==> src/rtl/coderom_busctl.sv <==
// coderom_busctl: 68000 bus controller for a 4 x 8K-word code ROM bank in the bottom 64 KB.
// Defining CODEROM_HITCACHE_EN adds a one-entry read cache that acknowledges repeat reads early.
module coderom_busctl (
   input  logic        clk,
   input  logic        reset,
   input  logic [23:1] cpu_a,
   input  logic        cpu_as_n,
   input  logic        cpu_rw,
   output logic        cpu_dtack_n,
   output logic [15:0] cpu_din,
   output logic [12:0] rom_a,
   output logic [3:0]  rom_ce_n,
   input  logic [15:0] rom_d,
   output logic        rom_sel,
   output logic        wr_err
);

   typedef enum logic [1:0] {IDLE, SETUP, CAPTURE, ACK} state_t;

   state_t      r_state;
   state_t      w_state_next;
   logic [12:0] r_rom_a;
   logic [3:0]  r_ce_n;
   logic [15:0] r_din;
   logic        r_dtack_n;
   logic        r_sel;
   logic        r_wr_err;

   logic        w_hit;
   logic        w_start;
   logic        w_capture;
   logic        w_enter_setup;
   logic        w_cache_hit;
   logic [15:0] w_cache_data;

   assign w_hit         = (cpu_a[23:16] == 8'h00);
   assign w_start       = (r_state == IDLE) && !cpu_as_n && w_hit;
   assign w_capture     = (r_state == CAPTURE) && !cpu_as_n;
   assign w_enter_setup = (w_state_next == SETUP);

`ifdef CODEROM_HITCACHE_EN
   logic        r_cache_valid;
   logic [14:0] r_cache_tag;
   logic [15:0] r_cache_data;
   logic [14:0] r_fill_tag;

   assign w_cache_hit  = r_cache_valid && (r_cache_tag == cpu_a[15:1]);
   assign w_cache_data = r_cache_data;

   // Entry is refilled only when a ROM fetch completes; aborted fetches leave it untouched.
   always_ff @(posedge clk) begin
      if (reset) begin
         r_cache_valid <= 1'b0;
         r_cache_tag   <= '0;
         r_cache_data  <= '0;
         r_fill_tag    <= '0;
      end else begin
         if (w_enter_setup)
            r_fill_tag <= cpu_a[15:1];
         if (w_capture) begin
            r_cache_valid <= 1'b1;
            r_cache_tag   <= r_fill_tag;
            r_cache_data  <= rom_d;
         end
      end
   end
`else
   assign w_cache_hit  = 1'b0;
   assign w_cache_data = 16'h0000;
`endif

   always_comb begin
      w_state_next = r_state;
      case (r_state)
         IDLE:    if (w_start) w_state_next = (!cpu_rw || w_cache_hit) ? ACK : SETUP;
         SETUP:   w_state_next = cpu_as_n ? IDLE : CAPTURE;
         CAPTURE: w_state_next = cpu_as_n ? IDLE : ACK;
         ACK:     if (cpu_as_n) w_state_next = IDLE;
         default: w_state_next = IDLE;
      endcase
   end

   // Outputs are registered from the next state so they line up with the state they belong to;
   // dtack is registered from the current state, giving one extra cycle after ACK is entered.
   always_ff @(posedge clk) begin
      if (reset) begin
         r_state   <= IDLE;
         r_rom_a   <= '0;
         r_ce_n    <= 4'b1111;
         r_din     <= '0;
         r_dtack_n <= 1'b1;
         r_sel     <= 1'b0;
         r_wr_err  <= 1'b0;
      end else begin
         r_state   <= w_state_next;
         r_sel     <= (w_state_next != IDLE);
         r_wr_err  <= w_start && !cpu_rw;
         r_dtack_n <= !((r_state == ACK) && !cpu_as_n);
         r_ce_n    <= w_enter_setup ? ~(4'b0001 << cpu_a[15:14]) : 4'b1111;
         if (w_enter_setup)
            r_rom_a <= cpu_a[13:1];
         if (w_capture)
            r_din <= rom_d;
         else if (w_start && cpu_rw && w_cache_hit)
            r_din <= w_cache_data;
      end
   end

   assign cpu_dtack_n = r_dtack_n;
   assign cpu_din     = r_din;
   assign rom_a       = r_rom_a;
   assign rom_ce_n    = r_ce_n;
   assign rom_sel     = r_sel;
   assign wr_err      = r_wr_err;

endmodule

==> config.mk <==
export PLATFORM = sky130hd
export DESIGN_NAME = coderom_busctl
export DESIGN_NICKNAME = d
export VERILOG_FILES = /design/src/rtl/coderom_busctl.sv
export SDC_FILE = /design/constraint.sdc
export NUM_CORES = 1
export LEC_CHECK = 0
export BUFFER_PORTS_ARGS = -buffer_cell sky130_fd_sc_hd__buf_4
export CAP_MARGIN = 20
export CELL_PAD_IN_SITES_DETAIL_PLACEMENT = 0
export CELL_PAD_IN_SITES_GLOBAL_PLACEMENT = 2
export CORE_ASPECT_RATIO = 1.5
export CORE_MARGIN = 2
export CORE_UTILIZATION = 26
export DETAILED_ROUTE_END_ITERATION = 7
export PLACE_DENSITY_LB_ADDON = 0.2
export SYNTH_ARGS = -nofsm -noshare
export SYNTH_HDL_FRONTEND = slang
export SYNTH_SLANG_ARGS = --single-unit
==> constraint.sdc <==
create_clock -name clk -period 2.3 [get_ports clk]
set_input_delay 0.115 -clock clk [delete_from_list [all_inputs] [get_ports clk]]
set_output_delay 0.115 -clock clk [all_outputs]
set_load 0.03 [all_outputs]
==> run metrics, run 1 <==
status=finished clean; CTS clk-pin slew, worst paths=around 70 ps; CTS buffer count=5; setup TNS=0 ps; drt initial violations=37; register area=about 760 µm²; fillcell total=591; most common cell after layout, fill and taps aside=buf_4; critical path peak fanout=6; Slowest cell on crit path=nor4_1; Initial Utilization=0.270; Die W=between 60 and 70 µm; # rows=33; met2 usage=0.232; DP HPWL=2700 µm; Gate Count Post-Synth=roughly 160; minimum clock period=1530 ps; busiest grt layer=met2; CTS resizes=0; DR DRC count=0; RSZ-0062 raised after global routing=no; max_slew headroom=0.563; Slew @ Worst Pin=between 600 and 700 ps; power per cell area=~530 nW/µm²; CTS H-tree lvls=2; cts hold-fix bufs=0; Port Buffers=78; critical path type=reg2reg; met1 usage=0.125; pre-CTS setup slack=496 ps; area growth from synthesis to layout=48.8%; Post-Syn Area per Cell=about 9.1 µm²; core area=5450 µm²; maxcap violations=0; WL per Instance=12.1 µm; Tot GR Track Use=0.126; worst-path cell chain=or2_2 > nor4_1 > nand3b_1; Antenna Cells=0; 1st-pass router iterations=4; Multi-input gate area=between 600 and 700 µm²; part of the cycle the worst path needs=0.664; Syn Nets=204; Routed WL=3710 µm; remaining antenna violation count=0; maximum clock insertion buffer count=2; CTS Sinks=38; Ys Warns=0; fin nets=280; Final setup viols=0; post-synthesis register bit count=38; Clock Latency Late Sink=roughly 280 ps; sequential share of the synthesized area=0.517; Critical Path End Type=flop; GR Overflow Total=0; Avg Vias per Cell=~4.3; VDD IR max=just under 0.3 mV; commonest non-fill, non-tap cells in the layout=80 x buf_4, 38 x dfxtp_1, 33 x nand2_1; WP data required=approximately 2400 ps; mapped cell area=~1500 µm²; initial antenna violation count=0; Die Span Y=96.2 µm; CP max stage delay=570 ps; Setup Fix Bufs, Post-CTS=0; CTS tree=done; global-route wire length before repair=6010 µm; clock skew=3.02 ps; # IOs=79; vias in the first global route=about 1300; largest net degree at the start of global routing=46; share of post-route cells with drive strength above 1=0.388; setup ws final=around 770 ps; GRT met3 Usage=0.0491; RePlAce Congestion=0.708; die area=roughly 6300 µm²; Cell variety after synth=20; final hold viol count=0; root buffer cell=clkbuf_8; crit path DAT=around 1700 ps; crit path launch type=flop; f_max=655 MHz; Leakage=0.885 nW; Via Count=approximately 1300; Final Max Tran Viols=0; Hold Crit Class=in2reg
==> metrics by stage <==
| stage | instances | hold slack (ps) | util | total power, mW | area (µm²) |
|---|---|---|---|---|---|
| 2_1_floorplan | 161 | 187 | - | 0.702 | 1470 |
| 3_3_place_gp | 300 | 324 | 0.388 | 0.763 | 2110 |
| 3_5_place_dp | 300 | 332 | 0.388 | 0.763 | 2110 |
| 4_1_cts | 307 | 25.8 | 0.402 | 1.20 | 2190 |
| 5_1_grt | 307 | 27.0 | 0.402 | 1.23 | 2190 |
| 6_report | 307 | 38.0 | 0.402 | 1.17 | 2190 |
==> registers in the layout, summed over array words and instances (netlist names) <==
register,count
cpu_din,16
rom_a,13
rom_ce_n,4
r_state,2
cpu_dtack_n,1
rom_sel,1
wr_err,1
==> power breakdown <==
group	leakage [nW]	switching (mW)	total [mW]	internal (mW)
clock network	0.0383	0.211	0.420	0.209
logic	0.540	0.0302	0.0885	0.0583
registers	0.306	0.000224	0.658	0.658
==> per-layer routing <==
metal	vias up	routed length (µm)
li1	677	-
met2	49	2000
met5	-	0
met3	4	289
met4	0	44
met1	597	1370
==> critical path, delay by kind of cell (launching register included) <==
kind             cells  cell delay (ps)
DFF                  1              360
and+or+nand+nor      3             1030
==> cells by family after synthesis <==
group | Yosys count | synth area share
AND/OR/NAND/NOR | 80 | 0.292
flip-flops | 38 | 0.517
AO/OA/AOI/OAI | 19 | 0.0680
multiplexers | 13 | 0.0884
buffers and inverters | 11 | 0.0348
==> cells in the mapped netlist, drive strengths merged <==
cell type / instances / area share
a21oi: 17 / 0.058
buf: 3 / 0.014
clkbuf: 8 / 0.020
dfxtp: 38 / 0.52
mux2i: 13 / 0.088
nand2: 33 / 0.084
nand2b: 27 / 0.11
nand3: 2 / 0.0068
nand3b: 2 / 0.010
nor2: 4 / 0.010
nor3: 2 / 0.0068
nor3b: 1 / 0.0051
nor4: 2 / 0.019
o21a: 2 / 0.010
or2: 2 / 0.0085
or3: 1 / 0.0051
or3b: 2 / 0.012
or4: 2 / 0.010
==> layout make-up <==
class / instances / area share
flip-flops and latches: 38 / 0.347
multi-input cells: 112 / 0.304
repair buffers: 80 / 0.274
well taps: 70 / 0.0400
clock buffers: 7 / 0.0348
==> path summary, 6_finish.rpt <==
kind                            slack, ps        from  depth (start not counted)     endpoint
worst max-delay path                  770  r_state[0]                          3  rom_ce_n[1]
worst min-delay path                   40   cpu_a[14]                          2  rom_ce_n[3]
worst max register to register        770  r_state[0]                          3  rom_ce_n[1]
worst min register to register        450  r_state[1]                          1  cpu_dtack_n
No activity file was read; power rests on OpenSTA's default activity.
==> run 2, diff against run 1 <==
--- a/config.mk
+++ b/config.mk
@@ -11,7 +11,7 @@
 export CELL_PAD_IN_SITES_GLOBAL_PLACEMENT = 2
 export CORE_ASPECT_RATIO = 1.5
 export CORE_MARGIN = 2
-export CORE_UTILIZATION = 26
+export CORE_UTILIZATION = 21
 export DETAILED_ROUTE_END_ITERATION = 7
 export PLACE_DENSITY_LB_ADDON = 0.2
 export SYNTH_ARGS = -nofsm -noshare
==> constraint.sdc (replaced) <==
create_clock -name clk -period 1.3 [get_ports clk]
set_input_delay 0.065 -clock clk [delete_from_list [all_inputs] [get_ports clk]]
set_output_delay 0.065 -clock clk [all_outputs]
set_load 0.03 [all_outputs]
==> run 2 against run 1 <==
Cell count grew 5.5%. Sequential share of layout area shrank 2.2 points. Cell area grew 7.0%. Critical path depth grew 2. Routed wire length grew 5.2%. Global-route usage shrank 1.9 points. Clock-buffer cell count shrank 2. Sequential power grew 76%. Combinational power grew 89%. Non-clock buffer count grew 9. Clock power grew 82%. Largest power group unchanged.
==> run metrics, run 2 (same netlist as run 1, synthesis figures left out) <==
status=finished clean (unchanged); Hold Crit Class=in2reg (unchanged); cell count of the worst hold path=3 (was 2); Leakage=0.952 nW (was 0.885 nW); power per cell area=894 nW/µm² (was 532 nW/µm²); remaining antenna violation count=0 (unchanged); fin nets=289 (was 280); maxcap violations=0 (unchanged); internal power=1.64 mW (was 925 µW); worst-path cell chain=or2_4 > nor4_4 > buf_6 > buf_12 > mux2i_1 (was or2_2 > nor4_1 > nand3b_1); minimum clock period=1270 ps (was 1530 ps); 1st-pass router iterations=4 (unchanged); DP HPWL=2710 µm (was 2700 µm); CTS clk-pin slew, worst paths=80 ps (was 70 ps); VDD IR max=0.396 mV (was 0.298 mV); most common cell after layout, fill and taps aside=buf_4 (unchanged); area growth from synthesis to layout=59.1% (was 48.8%); min-delay src=rom_d[9] (was cpu_a[14]); drt initial violations=34 (was 37); # IOs=79 (unchanged); CTS buffer count=5 (unchanged); Port Buffers=78 (unchanged); pre-CTS setup slack=-229 ps (was 496 ps); # rows=37 (was 33); Gate power share=0.080 (was 0.076); initial antenna violation count=0 (unchanged); placed instance area=2200 µm² (was 2110 µm²); maximum clock insertion buffer count=2 (unchanged); Critical Path End Type=flop (unchanged); Routed WL=3900 µm (was 3710 µm); Via Count=1346 (was 1327); Post-Place Cells=313 (was 300); Final setup viols=0 (unchanged); final hold viol count=0 (unchanged); crit path from=r_state[1] (was r_state[0]); Psw=459 µW (was 241 µW); Slowest cell on crit path=dfxtp_2 (was nor4_1); CTS Sinks=38 (unchanged); net switching fraction of the power=0.219 (was 0.207); reg2reg path depth=5 (was 3); critical path peak fanout=7 (was 6); Initial Utilization=0.216 (was 0.270); Die Span Y=107 µm (was 96.2 µm); WP data required=1520 ps (was 2440 ps); crit path launch type=flop (unchanged); CTS tree=done (unchanged); commonest non-fill, non-tap cells in the layout=83 x buf_4, 37 x dfxtp_1, 31 x nand2_1 (was 80 x buf_4, 38 x dfxtp_1, 33 x nand2_1); core area=6810 µm² (was 5450 µm²); Final Max Tran Viols=0 (unchanged); Final Non-Filler Cells=324 (was 307); Die W=72.4 µm (was 65.5 µm); Power Total=2.09 mW (was 1.17 mW); critical path type=reg2reg (unchanged); die area=7710 µm² (was 6290 µm²); GR Overflow Total=0 (unchanged); CP max stage delay=320 ps (was 570 ps); vias in the first global route=1373 (was 1310); Clock Latency Late Sink=290 ps (was 280 ps); max_slew headroom=0.741 (was 0.563); part of the power in registers=0.556 (was 0.564); DR DRC count=0 (unchanged); Slew @ Worst Pin=388 ps (was 650 ps); Antenna Cells=0 (unchanged); root buffer cell=clkbuf_8 (unchanged); setup ws final=34.7 ps (was 773 ps); crit path DAT=1480 ps (was 1670 ps); CTS H-tree lvls=2 (unchanged); clock share of power=0.365 (was 0.360); fin area=2340 µm² (was 2190 µm²); share of post-route cells with drive strength above 1=0.431 (was 0.388); R2R Path Start=r_state[1] (was r_state[0]); Avg Vias per Cell=4.15 (was 4.32); Tot GR Track Use=0.107 (was 0.126); global-route wire length before repair=6370 µm (was 6010 µm); final core utilization=0.344 (was 0.402); RePlAce Congestion=0.710 (was 0.708); WL per Instance=12.0 µm (was 12.1 µm); clock skew=5.24 ps (was 3.02 ps); part of the cycle the worst path needs=0.973 (was 0.664); largest net degree at the start of global routing=45 (was 46); f_max=790 MHz (was 655 MHz); RSZ-0062 raised after global routing=yes (was no); max reg flops=16 (unchanged)
[run 2: cell count changes in the layout (fill, tap and decap cells not counted), sizes merged]
cell / before / now
clkbuf: 7 / 5
clkinv: 0 / 2
dlygate4sd3: 0 / 2
buf: 80 / 87
[run 2: final timing paths]
path | endpoint | slack (ps)
worst max-delay path | rom_a[9] | 30
worst min-delay path | cpu_din[9] | 30
worst max register to register | rom_a[9] | 30
worst min register to register | cpu_din[2] | 450
[run 2: layer usage]
metal  routed length (µm)  track usage  vias to the layer above
li1                     -            -                      692
met3                  292       0.0284                        7
met4                   70       0.0516                        0
met5                    0            0                        -
met2                 1920        0.182                       52
met1                 1610        0.121                      595
[run 2: cell type report]
type	instances	area (µm²)
tap	78	97.6
clock inverter	2	10.0
clock buffer	5	68.8
timing repair buffer	89	722
fill	720	4460
sequential	38	762
multi-input combinational	112	683
[run 2: what timing repair did]
action / in CTS / in global routing
buffers inserted: 1 / 0
endpoints found under the hold margin: 4 / 0
hold buffers: 2 / 0
setup endpoints to repair: 13 / 16
gates cloned: 1 / 0
pin swaps: 1 / 0
resized for setup: 2 / 3
[run 2: power by group through the flow]
stage | logic, mW | clock network, mW | registers (mW)
floorplan | 0.0536 | 0 | 1.19
global placement | 0.167 | 0 | 1.19
detailed placement | 0.167 | 0 | 1.19
CTS | 0.172 | 0.819 | 1.16
global route | 0.186 | 0.859 | 1.16
finish | 0.167 | 0.764 | 1.16
[run 2: worst max-delay path: cells and delay by family, from the launching register on]
family	cells	cell delay, ps
buffers and inverters	2	290
and+or+nand+nor	2	410
DFF	1	320
muxes	1	180
[run 2: through the flow]
stage | hold WS, ps | setup TNS (ps)
floorplan | 137 | -3170
global placement | 277 | -3760
detailed placement | 278 | -3960
CTS | 9.71 | 0
global route | 17.7 | -393
finish | 27.1 | 0
==> run 3, diff against run 2 <==
--- a/config.mk
+++ b/config.mk
@@ -14,6 +14,7 @@
 export CORE_UTILIZATION = 21
 export DETAILED_ROUTE_END_ITERATION = 7
 export PLACE_DENSITY_LB_ADDON = 0.2
+export RECOVER_POWER = 100
 export SYNTH_ARGS = -nofsm -noshare
 export SYNTH_HDL_FRONTEND = slang
 export SYNTH_SLANG_ARGS = --single-unit
==> run 3 against run 2 <==
Global-route usage is the same. Die area is the same. Highest routed layer unchanged. Clock power is essentially flat. Via count grew 0.45%. Sequential power is essentially flat.
==> run metrics, run 3 (same netlist as run 1, synthesis figures left out) <==
remaining antenna violation count=0 (unchanged); GR Overflow Total=0 (unchanged); reg2reg path depth=4 (was 5); placed instance area=2200 µm² (unchanged); Die Span Y=107 µm (unchanged); Worst R2R Setup Slack=9 ps (was 30 ps); f_max=775 MHz (was 790 MHz); maxcap violations=0 (unchanged); # rows=37 (unchanged); commonest non-fill, non-tap cells in the layout=43 x buf_4, 38 x clkbuf_1, 37 x dfxtp_1 (was 83 x buf_4, 37 x dfxtp_1, 31 x nand2_1); RSZ-0062 raised after global routing=yes (unchanged); Via Count=1352 (was 1346); Port Buffers=78 (unchanged); initial antenna violation count=0 (unchanged); CTS Sinks=38 (unchanged); Clock Latency Late Sink=280 ps (was 290 ps); global-route wire length before repair=6370 µm (unchanged); Final Max Tran Viols=0 (unchanged); drt initial violations=33 (was 34); vias in the first global route=1373 (unchanged); setup TNS=0 ps (unchanged); DP HPWL=2710 µm (unchanged); status=finished clean (unchanged); Die W=72.4 µm (unchanged); fin nets=289 (unchanged); RePlAce Congestion=0.710 (unchanged); part of the cycle the worst path needs=0.993 (was 0.973); Power Total=2.10 mW (was 2.09 mW); crit path launch type=flop (unchanged); area growth from synthesis to layout=49.3% (was 59.1%); Slew @ Worst Pin=403 ps (was 388 ps); fillcell total=746 (was 720); Hold Path Sink=cpu_din[9] (unchanged); R2R Path Start=r_state[0] (was r_state[1]); crit path DAT=1440 ps (was 1480 ps); die area=7710 µm² (unchanged); max_slew headroom=0.732 (was 0.741); maximum clock insertion buffer count=2 (unchanged); clock skew=5.45 ps (was 5.24 ps); root buffer cell=clkbuf_8 (unchanged); CTS buffer count=5 (unchanged); Critical Path End Type=flop (unchanged); share of post-route cells with drive strength above 1=0.276 (was 0.431); power per cell area=954 nW/µm² (was 894 nW/µm²); max reg flops=16 (unchanged); core area=6810 µm² (unchanged); CTS tree=done (unchanged); Initial Utilization=0.216 (unchanged); Critical R2R Capture=cpu_din[13] (was rom_a[9]); min-delay src=rom_d[9] (unchanged); Worst Hold Slack=27.4 ps (was 27.1 ps); Routed WL=3900 µm (about the same); WP data required=1450 ps (was 1520 ps); WL per Instance=12.0 µm (about the same); Leakage=0.796 nW (was 0.952 nW); 1st-pass router iterations=4 (unchanged); Hold Crit Class=in2reg (unchanged); CTS H-tree lvls=2 (unchanged); critical path type=reg2reg (unchanged); Antenna Cells=0 (unchanged); Tot GR Track Use=0.107 (unchanged); Avg Vias per Cell=4.17 (was 4.15); fin area=2200 µm² (was 2340 µm²); VDD IR max=0.388 mV (was 0.396 mV); largest net degree at the start of global routing=45 (unchanged); # IOs=79 (unchanged); CTS clk-pin slew, worst paths=80 ps (about the same); most common cell after layout, fill and taps aside=buf_4 (unchanged); minimum clock period=1290 ps (was 1270 ps); critical path peak fanout=16 (was 7); Final setup viols=0 (unchanged); final hold viol count=0 (unchanged); DR DRC count=0 (unchanged); cell count of the worst hold path=3 (unchanged)
[run 3: changes by cell type in the layout (fill, tap and decap cells not counted), sizes merged]
| cell | delta |
|---|---|
| buf | -40 |
| clkbuf | +40 |
[run 3: cell type report]
cell class,instances,area (µm²),share of cell area
sequential,38,762,0.347
multi-input combinational,112,683,0.311
clock inverter,2,10.0,0.00455
timing repair buffer,89,577,0.262
tap,78,97.6,0.0444
clock buffer,5,68.8,0.0313
[run 3: where the power goes]
group          switching, mW  internal, mW  total, mW
Combinational         0.0555         0.110      0.166
Clock                  0.406         0.360      0.766
Sequential          0.000316          1.16       1.16
[run 3: what timing repair did]
action                                 CTS  global route
setup endpoints to repair               13            16
gates cloned                             1             0
pin swaps                                1             0
resized for setup                        2             3
endpoints found under the hold margin    4             0
buffers inserted                         1             0
hold buffers                             2             0
[run 3: worst max-delay path by stage]
stage          startpoint  cells past startpoint           to  slack, ps
2_1_floorplan   cpu_a[21]                      5    rom_a[10]       -240
3_3_place_gp    cpu_a[21]                      6  rom_ce_n[2]       -250
3_5_place_dp    cpu_a[21]                      6  rom_ce_n[2]       -230
4_1_cts        r_state[1]                      5     rom_a[9]         20
5_1_grt        r_state[1]                      5     rom_a[3]        -60
6_report       r_state[0]                      4  cpu_din[13]          9
[run 3: worst max-delay path, cell delays in order, from the launching register on]
cell and delay, ps:
dfxtp_1 320, clkbuf_1 150, or3b_4 510, nand2_1 110, a21oi_1 60
[run 3: per-stage QoR]
step	util	worst slack, ps	std cells
floorplan	-	-244	161
global placement	0.323	-246	313
detailed placement	0.323	-229	313
CTS	0.343	15.7	324
global route	0.323	-63.1	324
finish	0.323	9.03	324
[run 3: routing by layer]
metal	GRT usage	share of wire
met2	0.182	0.49
met5	0	0
met1	0.121	0.42
met4	0.0516	0.018
met3	0.0284	0.074
